File: src/rtl/mem_responder.sv
// rtl/mem_responder.sv - steps the processor by running fetch then data access through one RAM port
module mem_responder #(
    parameter int AW   = 16,
    parameter int DW   = 16,
    parameter int WAIT = 0
) (
    input  logic          clk,
    input  logic          rst,
    input  logic          run,
    input  logic [AW-1:0] pcaddr,
    output logic [DW-1:0] instruction,
    input  logic [AW-1:0] memaddr,
    output logic [DW-1:0] memdata,
    input  logic [DW-1:0] writedata,
    input  logic          memwrite,
    output logic          en,
    output logic          busy,
    output logic [15:0]   stepcount,
    output logic [AW-1:0] ram_addr,
    output logic [DW-1:0] ram_wdata,
    input  logic [DW-1:0] ram_rdata,
    output logic          ram_cs,
    output logic          ram_we
);

    typedef enum logic [1:0] {
        IDLE,
        FETCH,
        DATA,
        STEP
    } state_t;

    localparam logic [3:0] WAIT_LAST = 4'(WAIT);

    state_t        state_q, state_d;
    logic [3:0]    wait_q, wait_d;
    logic [DW-1:0] instr_q, instr_d;
    logic [DW-1:0] memdata_q, memdata_d;
    logic [15:0]   step_q, step_d;
    logic          last_beat;

    assign last_beat   = (wait_q == WAIT_LAST);
    assign instruction = instr_q;
    assign memdata     = memdata_q;
    assign stepcount   = step_q;
    assign busy        = (state_q != IDLE);

    always_ff @(posedge clk or negedge rst) begin
        if (!rst) begin
            state_q   <= IDLE;
            wait_q    <= '0;
            instr_q   <= '0;
            memdata_q <= '0;
            step_q    <= '0;
        end else begin
            state_q   <= state_d;
            wait_q    <= wait_d;
            instr_q   <= instr_d;
            memdata_q <= memdata_d;
            step_q    <= step_d;
        end
    end

    // RAM strobes decode straight from the state so an async reset drops them without a clock.
    always_comb begin
        state_d   = state_q;
        wait_d    = wait_q;
        instr_d   = instr_q;
        memdata_d = memdata_q;
        step_d    = step_q;
        en        = 1'b0;
        ram_cs    = 1'b0;
        ram_we    = 1'b0;
        ram_addr  = '0;
        ram_wdata = '0;
        case (state_q)
            IDLE: begin
                if (run) begin
                    state_d = FETCH;
                    wait_d  = '0;
                end
            end
            FETCH: begin
                ram_cs   = 1'b1;
                ram_addr = pcaddr;
                if (last_beat) begin
                    instr_d = ram_rdata;
                    wait_d  = '0;
                    state_d = DATA;
                end else begin
                    wait_d = wait_q + 4'd1;
                end
            end
            DATA: begin
                ram_cs    = 1'b1;
                ram_addr  = memaddr;
                ram_wdata = writedata;
                ram_we    = memwrite;
                if (last_beat) begin
                    if (!memwrite) begin
                        memdata_d = ram_rdata;
                    end
                    wait_d  = '0;
                    state_d = STEP;
                end else begin
                    wait_d = wait_q + 4'd1;
                end
            end
            STEP: begin
                en      = 1'b1;
                step_d  = step_q + 16'd1;
                wait_d  = '0;
                state_d = run ? FETCH : IDLE;
            end
            default: begin
                state_d = IDLE;
            end
        endcase
    end

endmodule

File: config.mk
export PLATFORM = sky130hd
export DESIGN_NAME = mem_responder
export DESIGN_NICKNAME = d
export VERILOG_FILES = /design/src/rtl/mem_responder.sv
export SDC_FILE = /design/constraint.sdc
export NUM_CORES = 1
export LEC_CHECK = 0
export BUFFER_PORTS_ARGS = -buffer_cell sky130_fd_sc_hd__buf_2
export CAP_MARGIN = 40
export CORE_UTILIZATION = 30
export DETAILED_ROUTE_END_ITERATION = 10
export REMOVE_ABC_BUFFERS = 1
export SYNTH_ARGS = -nofsm -noshare
export SYNTH_HDL_FRONTEND = slang
export SYNTH_SLANG_ARGS = --single-unit
File: constraint.sdc
create_clock -name clk -period 2.2 [get_ports clk]
set_clock_uncertainty 0.15 [all_clocks]
set_input_delay 0.44 -clock clk [delete_from_list [all_inputs] [get_ports clk]]
set_output_delay 0.44 -clock clk [all_outputs]
set_load 0.03 [all_outputs]
==> out/summary.md <==
### Detailed routing
- **via-per-instance ratio** 4.648
- **first-pass iteration count of the detailed router** 7
- **wirelength, routed** 7.306 mm
- **via total after detailed routing** 2301
- **drc violations** 6
- **average wire per standard cell** 14.76 um
- **Post-DRT Antenna Nets** 0
- **detailed router's first-iteration violation count** 54

### Yosys
- **main combinational cell family by area after synthesis** multiplexers
- **share of synthesized area spent on multiplexers** 16.14%
- **number of different library cells in the post-synthesis netlist** 33
- **post-synthesis async set-or-reset flop share** 100.0%
- **total of flip-flops plus latches after synthesis** 54
- **adder and majority gate portion of the synthesized area** 4.069%
- **count of mapped cells out of synthesis** 227
- **Seq/Total Area, Yosys** 48.82%
- **dominant register cell in the synthesized netlist** sky130_fd_sc_hd__dfrtp_1
- **xor and xnor fraction of the mapped netlist area** 4.747%
- **simple logic cell fraction of the synthesized area** 15.19%
- **average footprint of a synthesized cell** 12.19 um^2
- **share of the synthesized area in compound gates (AO/OA/AOI/OAI)** 7.098%
- **number of synthesized flops with an enable pin** 0
- **Post-Synthesis Cell Area** 0.002768 mm^2
- **warnings from Yosys** 0

### STA
- **tightest hold margin** 0.08291 ns
- **worst-margin pin slew** 0.6860 ns
- **worst max-slew margin expressed relative to the limit** 54.27%
- **ratio of final minimum period to clock period** 99.52%
- **number of failing setup endpoints in the final timing report** 0
- **final max-slew violation count** 0
- **post-route minimum period** 2.190 ns
- **setup repair after global routing missed its margin** yes
- **f_max** 456.7 MHz
- **Hold Fails Final Rpt** 0

### CTS
- **cell at the root of the clock tree** sky130_fd_sc_hd__clkbuf_8
- **CTS H-Tree Depth** 2
- **number of buffers inserted during clock tree synthesis** 5
- **TritonCTS clock tree** built
- **Clock Latency Late Sink** 0.30 ns
- **Num Clock Sinks** 54
- **buffers from clock root to sink, at most** 2
- **clk slew on worst S/H paths** 0.10 ns

### Worst setup path
- **longest individual stage delay on the worst path** 0.44 ns
- **required time at the worst-slack endpoint** 1.61 ns
- **Max Fanout on Critical Path** 8
- **Crit. End Element** output port
- **cell at the slowest stage of the critical path** sky130_fd_sc_hd__dfrtp_2
- **Worst setup SP type** flop
- **type of the worst setup path** reg2out
- **arrival time at the worst endpoint** 1.60 ns
- **crit-path cells** buf_4, ha_4, buf_6, a22oi_1, nor2b_1, buf_4
- **crit-path most repeated cell** sky130_fd_sc_hd__buf_4
- **internal reg-to-reg setup slack** 0.22 ns

### Layout
- **number of nets in the finished design** 463
- **utilization after layout** 47.06%
- **finished layout cell area** 0.004144 mm^2
- **most common library cell in the layout ignoring fill and taps** sky130_fd_sc_hd__buf_2
- **fraction of final layout cells with drive strength greater than 1** 62.53%
- **commonest non-fill, non-tap cells in the layout** 118 x sky130_fd_sc_hd__buf_2, 52 x sky130_fd_sc_hd__dfrtp_1, 22 x sky130_fd_sc_hd__buf_4, 20 x sky130_fd_sc_hd__mux2_4, 18 x sky130_fd_sc_hd__buf_6
- **signed area change from the synthesized netlist to the final layout** 49.73%
- **antenna diode count** 0

### Pwr
- **Cell Pwr Density** 1575 mW/mm^2
- **Static Leak** 2.081 nW
- **largest vdd supply drop** 807.5 uV

### Global routing
- **leftover overflow at the end of global routing** 0
- **overall global routing resource usage** 14.44%
- **global-route wire length before repair** 11.07 mm
- **antenna violations before repair** 0
- **largest net degree at the start of global routing** 55
- **number of global-route vias before repair** 2319

### Die
- **Die ar.** 0.009614 mm^2
- **standard-cell rows** 34
- **height of the die** 98.05 um
- **# IOs** 152
- **Floorplan Core Area** 0.008806 mm^2
- **horizontal die dimension** 98.05 um
- **starting density of the core** 31.43%

### Placed design
- **final weighted congestion of routability-driven global placement** 0.8085
- **DP HPWL** 4.987 mm
- **cell area reported after detailed placement** 0.003650 mm^2
- **number of input and output port buffers inserted** 151

### Outcome
- **violated checks** DRC
- **result of the run** finished, violations left

### Hold path
- **worst hold path type** in2async

### Job
- **max_cap viols** 0

[sequential cells by signal, summed over array words and instances (netlist names)]
signal and cells:
state_q 2, instruction 16, memdata 16, wait_q 4, stepcount 16
[Yosys cell counts (all sizes together) (4+ instances only)]
master / n / share of area (%)
clkbuf: 6 / 0.81
inv: 8 / 1.1
nor2b: 17 / 3.8
nor2: 4 / 0.54
nand3: 8 / 1.4
mux2: 33 / 16
xor2: 4 / 1.3
buf: 6 / 2.0
and2: 18 / 4.1
nand2: 10 / 1.4
xnor2: 11 / 3.5
dfrtp: 54 / 49
ha: 9 / 4.1
a22oi: 17 / 4.6
[what timing repair did]
action,4_1_cts,5_1_grt
hold endpoints to repair,0,0
endpoints found under the setup margin,34,33
hold buffers,0,0
pin swaps,0,1
resized for setup,23,84
cloned,0,3
buffers inserted,1,3
[worst paths after layout]
path,depth (start not counted),endpoint,startpoint
hold reg to reg,1,stepcount[15],stepcount[15]
setup reg to reg,6,instruction[1],wait_q[0]
max in group asynchronous,2,state_q[1],rst
min in group clk,2,instruction[4],ram_rdata[4]
hold / removal,2,stepcount[6],rst
setup / recovery,6,ram_addr[7],state_q[0]
[through the flow]
step	TNS (ns)	power (W)	worst slack, ns	cells
6_report	0	0.006528	0.01047	495
5_1_grt	-0.8372	0.006913	-0.07371	495
4_1_cts	-0.3009	0.006064	-0.03302	489
3_5_place_dp	0	0.005314	0.07715	480
3_3_place_gp	0	0.005252	0.1202	480
2_1_floorplan	-3.579	0.004192	-0.2237	215
[layout make-up]
class                      count  area [um^2]
timing repair buffer         164         1089
inverter                       8        35.03
clock buffer                   6        72.57
sequential                    54         1354
clock inverter                 2        13.76
tap                          108        135.1
fill                         822         4662
multi-input combinational    153         1445
[power by group]
group	switching, W	internal (W)
combinational	0.00242	0.00193
sequential	0.000257	0.00138
clock	0.000320	0.000226
total	0.00300	0.00353
[cell families after synthesis]
kind of cell | count (synthesis)
flip-flops | 54
multiplexers | 33
AND/OR/NAND/NOR | 69
buffers and inverters | 20
adder cells (fa/ha/maj) | 9
AO/OA/AOI/OAI | 27
XOR/XNOR | 15
[metal layers]
metal	vias up	share of wire [%]	GRT usage, %
met5	-	0	0
met4	0	1.1	4.312
met3	5	7.4	3.794
met2	113	52	26.11
met1	1085	40	16.63
li1	1098	-	-
[critical path, delay by kind of cell, from the launching register on]
family / cells / cell delay [ns]
flip-flops: 1 / 0.44
AO/OA/AOI/OAI: 1 / 0.15
adder cells (fa/ha/maj): 1 / 0.17
buffers and inverters: 3 / 0.46
AND/OR/NAND/NOR: 1 / 0.07
(Power assumes the default switching activity.)
